$ cat src/rtl/spi_bus_bridge.sv
`default_nettype none
// +----------------------------------------------------------------------------+
// | spi_bus_bridge                                                             |
// | Oversampled SPI mode-0 target that turns frames into byte-wide bus cycles. |
// | Revision: 1.0                                                              |
// +----------------------------------------------------------------------------+
module spi_bus_bridge #(
    parameter int ADDR_WIDTH = 24
) (
    input  logic                  clk,
    input  logic                  rst,
    input  logic                  spi_ss_n,
    input  logic                  spi_sck,
    input  logic                  spi_mosi,
    output logic                  spi_miso,
    output logic                  bus_cyc,
    output logic                  bus_we,
    output logic [ADDR_WIDTH-1:0] bus_adr,
    output logic [7:0]            bus_dat_w,
    input  logic [7:0]            bus_dat_r,
    input  logic                  bus_ack,
    output logic                  overrun
);

    typedef logic [2:0] state_t;
    localparam state_t c_st_idle  = 3'd0;
    localparam state_t c_st_cmd   = 3'd1;
    localparam state_t c_st_addr  = 3'd2;
    localparam state_t c_st_dummy = 3'd3;
    localparam state_t c_st_data  = 3'd4;

    state_t                r_state, w_state_nxt;
    logic [1:0]            r_ss_sync, r_sck_sync, r_mosi_sync;
    logic                  r_ss_d, r_sck_d;
    logic [2:0]            r_bit_cnt;
    logic [1:0]            r_addr_cnt;
    logic [6:0]            r_sh_in;
    logic [7:0]            r_sh_out;
    logic [15:0]           r_addr_hi;
    logic [ADDR_WIDTH-1:0] r_addr;
    logic                  r_is_wr;
    logic [7:0]            r_pf;
    logic                  r_pf_valid;
    logic                  r_overrun;
    logic                  r_cyc, r_we, r_discard;
    logic [ADDR_WIDTH-1:0] r_adr;
    logic [7:0]            r_dat_w;
    logic                  r_pend, r_pend_we;
    logic [ADDR_WIDTH-1:0] r_pend_adr;
    logic [7:0]            r_pend_dat;

    logic                  w_ss, w_sck, w_mosi;
    logic                  w_ss_fall, w_ss_rise, w_rise, w_fall;
    logic [7:0]            w_byte;
    logic                  w_byte_done, w_addr_last, w_load;
    logic [23:0]           w_addr_new;
    logic                  w_req, w_req_we;
    logic [ADDR_WIDTH-1:0] w_req_adr;
    logic                  w_issue, w_pend_new, w_drop, w_pend_issue;

    assign w_ss        = r_ss_sync[1];
    assign w_sck       = r_sck_sync[1];
    assign w_mosi      = r_mosi_sync[1];
    assign w_ss_fall   = r_ss_d & ~w_ss;
    assign w_ss_rise   = ~r_ss_d & w_ss;
    assign w_rise      = w_sck & ~r_sck_d & ~w_ss;
    assign w_fall      = ~w_sck & r_sck_d & ~w_ss;
    assign w_byte      = {r_sh_in, w_mosi};
    assign w_byte_done = w_rise && (r_bit_cnt == 3'd7) && (r_state != c_st_idle);
    assign w_addr_last = w_byte_done && (r_state == c_st_addr) && (r_addr_cnt == 2'd2);
    assign w_addr_new  = {r_addr_hi, w_byte};
    assign w_load      = w_fall && (r_state == c_st_data) && !r_is_wr && (r_bit_cnt == 3'd0);

    // A pending slot lets a new frame queue one request behind a discarded one.
    assign w_issue      = w_req && !r_cyc && !r_pend;
    assign w_pend_new   = w_req && r_cyc && r_discard && !r_pend;
    assign w_drop       = w_req && !w_issue && !w_pend_new;
    assign w_pend_issue = r_pend && !r_cyc && !w_ss;

    always_comb begin
        w_state_nxt = r_state;
        if (w_ss) begin
            w_state_nxt = c_st_idle;
        end else if (w_ss_fall) begin
            w_state_nxt = c_st_cmd;
        end else if (w_byte_done) begin
            case (r_state)
                c_st_cmd:   w_state_nxt = c_st_addr;
                c_st_addr:  if (r_addr_cnt == 2'd2) w_state_nxt = r_is_wr ? c_st_data : c_st_dummy;
                c_st_dummy: w_state_nxt = c_st_data;
                default:    w_state_nxt = r_state;
            endcase
        end
    end

    always_comb begin
        w_req     = 1'b0;
        w_req_we  = 1'b0;
        w_req_adr = r_addr;
        if (w_byte_done && (r_state == c_st_data) && r_is_wr) begin
            w_req    = 1'b1;
            w_req_we = 1'b1;
        end else if (w_addr_last && !r_is_wr) begin
            w_req     = 1'b1;
            w_req_adr = w_addr_new[ADDR_WIDTH-1:0];
        end else if (w_load) begin
            w_req = 1'b1;
        end
    end

    always_ff @(posedge clk) begin
        if (rst) begin
            // SS sync resets low so a select held across reset is not seen as a new frame.
            r_ss_sync   <= 2'b00;
            r_sck_sync  <= 2'b00;
            r_mosi_sync <= 2'b00;
            r_ss_d      <= 1'b0;
            r_sck_d     <= 1'b0;
            r_state     <= c_st_idle;
        end else begin
            r_ss_sync   <= {r_ss_sync[0], spi_ss_n};
            r_sck_sync  <= {r_sck_sync[0], spi_sck};
            r_mosi_sync <= {r_mosi_sync[0], spi_mosi};
            r_ss_d      <= w_ss;
            r_sck_d     <= w_sck;
            r_state     <= w_state_nxt;
        end
    end

    always_ff @(posedge clk) begin
        if (rst) begin
            r_bit_cnt  <= '0;
            r_addr_cnt <= '0;
            r_sh_in    <= '0;
            r_sh_out   <= '0;
            r_addr_hi  <= '0;
            r_addr     <= '0;
            r_is_wr    <= 1'b0;
            r_pf       <= '0;
            r_pf_valid <= 1'b0;
            r_overrun  <= 1'b0;
            r_cyc      <= 1'b0;
            r_we       <= 1'b0;
            r_discard  <= 1'b0;
            r_adr      <= '0;
            r_dat_w    <= '0;
            r_pend     <= 1'b0;
            r_pend_we  <= 1'b0;
            r_pend_adr <= '0;
            r_pend_dat <= '0;
        end else begin
            if (w_ss_fall) begin
                r_bit_cnt  <= '0;
                r_addr_cnt <= '0;
                r_overrun  <= 1'b0;
                r_pf_valid <= 1'b0;
                r_sh_out   <= '0;
            end else if (w_rise && (r_state != c_st_idle)) begin
                r_sh_in   <= w_byte[6:0];
                r_bit_cnt <= r_bit_cnt + 3'd1;
            end
            if (w_byte_done && (r_state == c_st_cmd)) r_is_wr <= w_byte[7];
            if (w_byte_done && (r_state == c_st_addr)) begin
                r_addr_hi  <= {r_addr_hi[7:0], w_byte};
                r_addr_cnt <= r_addr_cnt + 2'd1;
                if (w_addr_last) r_addr <= w_addr_new[ADDR_WIDTH-1:0];
            end

            if (w_load) begin
                r_sh_out   <= r_pf_valid ? r_pf : 8'hFF;
                r_pf_valid <= 1'b0;
                if (!r_pf_valid) r_overrun <= 1'b1;
            end else if (w_fall && (r_state == c_st_data)) begin
                r_sh_out <= {r_sh_out[6:0], 1'b0};
            end
            if (w_drop && w_req_we) r_overrun <= 1'b1;

            if (r_cyc && bus_ack) begin
                r_cyc     <= 1'b0;
                r_discard <= 1'b0;
                if (!r_discard && !r_we) begin
                    r_pf       <= bus_dat_r;
                    r_pf_valid <= 1'b1;
                    r_addr     <= r_addr + ADDR_WIDTH'(1);
                end
            end else if (w_ss_rise && r_cyc) begin
                r_discard <= 1'b1;
            end

            if (w_issue) begin
                r_cyc <= 1'b1;
                r_we  <= w_req_we;
                r_adr <= w_req_adr;
                if (w_req_we) r_dat_w <= w_byte;
            end else if (w_pend_issue) begin
                r_cyc   <= 1'b1;
                r_we    <= r_pend_we;
                r_adr   <= r_pend_adr;
                r_dat_w <= r_pend_dat;
                r_pend  <= 1'b0;
            end
            if (w_pend_new) begin
                r_pend     <= 1'b1;
                r_pend_we  <= w_req_we;
                r_pend_adr <= w_req_adr;
                r_pend_dat <= w_byte;
            end
            if (w_req_we && (w_issue || w_pend_new)) r_addr <= r_addr + ADDR_WIDTH'(1);
            if (w_ss_rise) r_pend <= 1'b0;
        end
    end

    assign spi_miso  = r_sh_out[7] & ~w_ss & ((r_state == c_st_dummy) || (r_state == c_st_data));
    assign bus_cyc   = r_cyc;
    assign bus_we    = r_we;
    assign bus_adr   = r_adr;
    assign bus_dat_w = r_dat_w;
    assign overrun   = r_overrun;

endmodule
`default_nettype wire

$ cat config.mk
export PLATFORM = sky130hd
export DESIGN_NAME = spi_bus_bridge
export DESIGN_NICKNAME = d
export VERILOG_FILES = /design/src/rtl/spi_bus_bridge.sv
export SDC_FILE = /design/constraint.sdc
export NUM_CORES = 1
export LEC_CHECK = 0
export BUFFER_PORTS_ARGS = -buffer_cell sky130_fd_sc_hd__buf_2
export CAP_MARGIN = 40
export CORE_UTILIZATION = 55
export CTS_BUF_LIST = sky130_fd_sc_hd__clkbuf_8
export CTS_CLUSTER_DIAMETER = 30
export CTS_CLUSTER_SIZE = 30
export DETAILED_ROUTE_END_ITERATION = 7
export PLACE_DENSITY = 0.78
export SYNTH_ARGS = -nofsm -noshare
export SYNTH_HDL_FRONTEND = slang
export SYNTH_SLANG_ARGS = --single-unit
export TNS_END_PERCENT = 20
$ cat constraint.sdc
create_clock -name clk -period 2.5 [get_ports clk]
set_clock_uncertainty 0.05 [all_clocks]
set_input_delay 0.25 -clock clk [delete_from_list [all_inputs] [get_ports clk]]
set_output_delay 0.25 -clock clk [all_outputs]
set_load 0.03 [all_outputs]
==> key figures <==
Outcome
  – Status: finished with violations
  – Violated checks: DRC

Logic synthesis
  – Most common flop cell mapped by yosys: dfxtp_1
  – Area of the mapped netlist: 6690 sq um
  – Synth Instances: 750
  – Commonest cells in the synthesized netlist: 151 x dfxtp_1, 80 x nand2_1, 77 x a211oi_1
  – Yosys warnings: 0
  – Synth area leaders: dfxtp_1 45%, a211oi_1 8.6%, mux2i_1 7.6%
  – Register area share after synthesis: 0.4518
  – Fraction of registers with async set/reset: 0
  – Avg Cell Area, Syn: 8.920 sq um
  – Synthesized flop and latch total: 151
  – Synth area leader: dfxtp_1
  – Post-synth EDFFs: 0
  – Count leader, synth: dfxtp_1
  – Synth top area share: 0.4518
  – Synth Net Count: 769
  – Distinct cell type count after synthesis: 64

STA
  – Worst-margin pin slew: 763.0 ps
  – Max Transition Viols Final: 0
  – Setup tns final: 0 ps
  – Final worst path period share: 0.9515
  – Hold_ws: 218.1 ps
  – Headroom to the max-slew limit: 0.4874
  – Fin crit period: 2379 ps
  – RSZ-0062 raised after global routing: yes
  – Max Fclk: 420.4 MHz
  – Final Hold Viols: 0
  – Final setup violation count: 0

Power and ir drop
  – Pwr Density: 564.6 nW/um^2
  – Leakage Power: 2.875 nW
  – Max IR drop VDD: 389.6 uV

GRT
  – Total Routing Usage GR: 0.2710
  – Initial antenna violation count: 0
  – Gr ovfl total: 0
  – Vias in the first global route: 5,607
  – First-pass GRT wire length: 27,270 microns
  – Largest net degree at the start of global routing: 58

CTS
  – Clock buffer depth: 2
  – Cts bufs inserted: 17
  – H-tree levels: 4
  – Sinks on Clock Net: 151
  – Clock Tree Root: clkbuf_8
  – Clk_lat worst skew: 470 ps
  – Reg clk slew, reported paths: 90 ps
  – CTS tree: done

Setup path
  – Most used cell, CP: ha_1
  – Critical R2R Capture: r_addr[17]
  – Crit path capture type: flip-flop
  – CP max stage delay: 470 ps
  – Reg2reg setup slack: 120 ps
  – Nature of the critical path startpoint: flip-flop
  – WS Path Type: flip-flop to flip-flop
  – Critical path's slowest cell: a2111o_1
  – Worst R2R Path Depth: 7
  – CP arrival: 2720 ps
  – Worst Path Required: 2840 ps
  – Worst reg2reg path startpoint: r_bit_cnt[1]
  – Crit-path max FO: 5
  – Worst-path cell chain: ha_1 > ha_1 > and4bb_2 > nand4_2 > a2111o_1 > or3_1 > a31oi_1

Finish
  – Area of the multi-input gates: 3420 sq um
  – Non-filler instance count after layout: 966
  – Layout area overhead: 16.07%
  – Layout Nets: 829
  – Post-layout util: 0.6686
  – Filler Cell Count: 901
  – Sequential cell area: 3023 sq um
  – Post-Layout Inst Area: 7765 sq um
  – Inserted Diodes: 0
  – Share of layout cells above drive strength 1: 0.1701

Floorplan
  – Starting Density: 0.5761
  – Die ar.: 12,610 sq um
  – Core area: 11,610 sq um
  – Num rows: 39
  – Io pins: 50
  – Die Span Y: 112.3 microns
  – Width of the chip: 112.3 microns

Route
  – Iteration count of the initial detailed-routing pass: 7
  – Iter 0 DRT Violations: 571
  – Final antenna-violating net count: 0
  – # DRC: 3
  – Total Routed Length: 16,690 microns
  – Via/cell ratio: 6.110
  – Vias: 5,902
  – Drt wl/cell: 17.28 microns

Placement
  – DP Cell Count: 916
  – Post-DP Area: 7153 sq um
  – Detailed Place HPWL: 10,480 microns
  – Port Buf Inserts: 49
  – Final Wtd Congestion: 0.8860

Flow run
  – MaxCap Viol Count: 0

Min path
  – Hold Path Class: input port to flip-flop
  – WHS Path Cells: 2
  – Hold Path Sink: r_pend_dat[0]
  – Hold Crit Start: rst
==> per-layer routing <==
layer  up-vias  GRT usage  wire length (microns)  part of all wire
met4         0     0.1076                    282             0.017
li1       2841          -                      -                 -
met1      2836     0.3482                   7469              0.45
met5         -          0                      0                 0
met2       204     0.4518                   7965              0.48
met3        21    0.05022                    972             0.058
==> flip-flops by register name, summed over array words and instances, names as in the netlist, 2 cells and up <==
register / flops
r_sck_sync: 2
r_sh_out: 8
bus_dat_w: 8
r_pf: 8
bus_adr: 24
r_state: 3
r_bit_cnt: 3
r_addr_hi: 16
r_sh_in: 7
r_pend_dat: 8
r_pend_adr: 24
r_mosi_sync: 2
r_addr: 24
r_addr_cnt: 2
r_ss_sync: 2
==> final cells by class <==
cell class | instances | area share
multi-input cells | 531 | 0.4404
flip-flops and latches | 151 | 0.3893
repair buffers | 95 | 0.08959
clock buffers | 18 | 0.03190
well taps | 143 | 0.02304
clock inverters | 14 | 0.01901
inverters | 14 | 0.006768
==> worst max path at each step <==
stage                       from            end  slack [ps]  cells after the start
floorplan           r_bit_cnt[1]  r_pend_adr[4]         220                      9
global placement    r_bit_cnt[1]     r_addr[15]         180                      7
detailed placement  r_bit_cnt[1]    bus_adr[17]          20                      8
CTS                 r_bit_cnt[1]    bus_adr[17]          10                      8
global route        r_bit_cnt[1]     r_addr[15]         -30                      7
finish              r_bit_cnt[1]     r_addr[17]         120                      7
==> layout by cell type, fill, tap and decap left out, drive strengths merged, types with 3 or more instances in the layout <==
cell / count
ha: 5
dfxtp: 151
nor2b: 35
nand2b: 10
clkbuf: 20
nor3b: 4
mux2i: 51
or2: 3
inv: 19
a211oi: 77
nor2: 74
and4bb: 3
or3: 4
clkinvlp: 4
or3b: 3
a31oi: 21
nand4: 10
buf: 81
dlygate4sd3: 12
a311oi: 7
o21bai: 4
o2bb2ai: 8
clkinv: 3
o21ai: 10
nand2: 80
xnor2: 4
nor3: 12
nor4: 4
a21oi: 47
nand3: 18
==> through the flow <==
step,power [mW],setup slack (ps)
2_1_floorplan,2.521,224.4
6_report,4.384,121.3
5_1_grt,4.516,-27.29
3_5_place_dp,2.550,15.77
4_1_cts,4.402,13.84
3_3_place_gp,2.547,182.0
==> critical path: cells and delay by family, from the launching register on <==
kind,cells,cell delay (ps)
simple gates,3,880
flops,1,370
compound gates,2,650
fa+ha+maj,2,360
==> power breakdown <==
part | total (mW) | switching (mW) | internal [mW] | leakage [nW]
clock | 1.87 | 0.957 | 0.917 | 0.194
sequential | 2.42 | 0.00755 | 2.41 | 1.22
combinational | 0.0942 | 0.0557 | 0.0385 | 1.46
total | 4.38 | 1.02 | 3.36 | 2.87
==> kinds of logic (layout without fill, tap and decap cells) <==
group           count (synthesis)  in the layout  synth area share
mux                            51             51           0.07630
flops                         151            151            0.4518
xor+xnor                        4              4          0.005236
fa+ha+maj                       5              5          0.009351
compound gates                201            201            0.2098
buf+inv                        68            141           0.04376
simple gates                  270            270            0.2037
==> timing repair <==
action,in CTS,in global routing
hold endpoints to repair,12,0
resized for setup,0,8
endpoints found under the setup margin,0,49
buffers inserted,0,4
hold buffers,12,0
(Power assumes the default switching activity.)
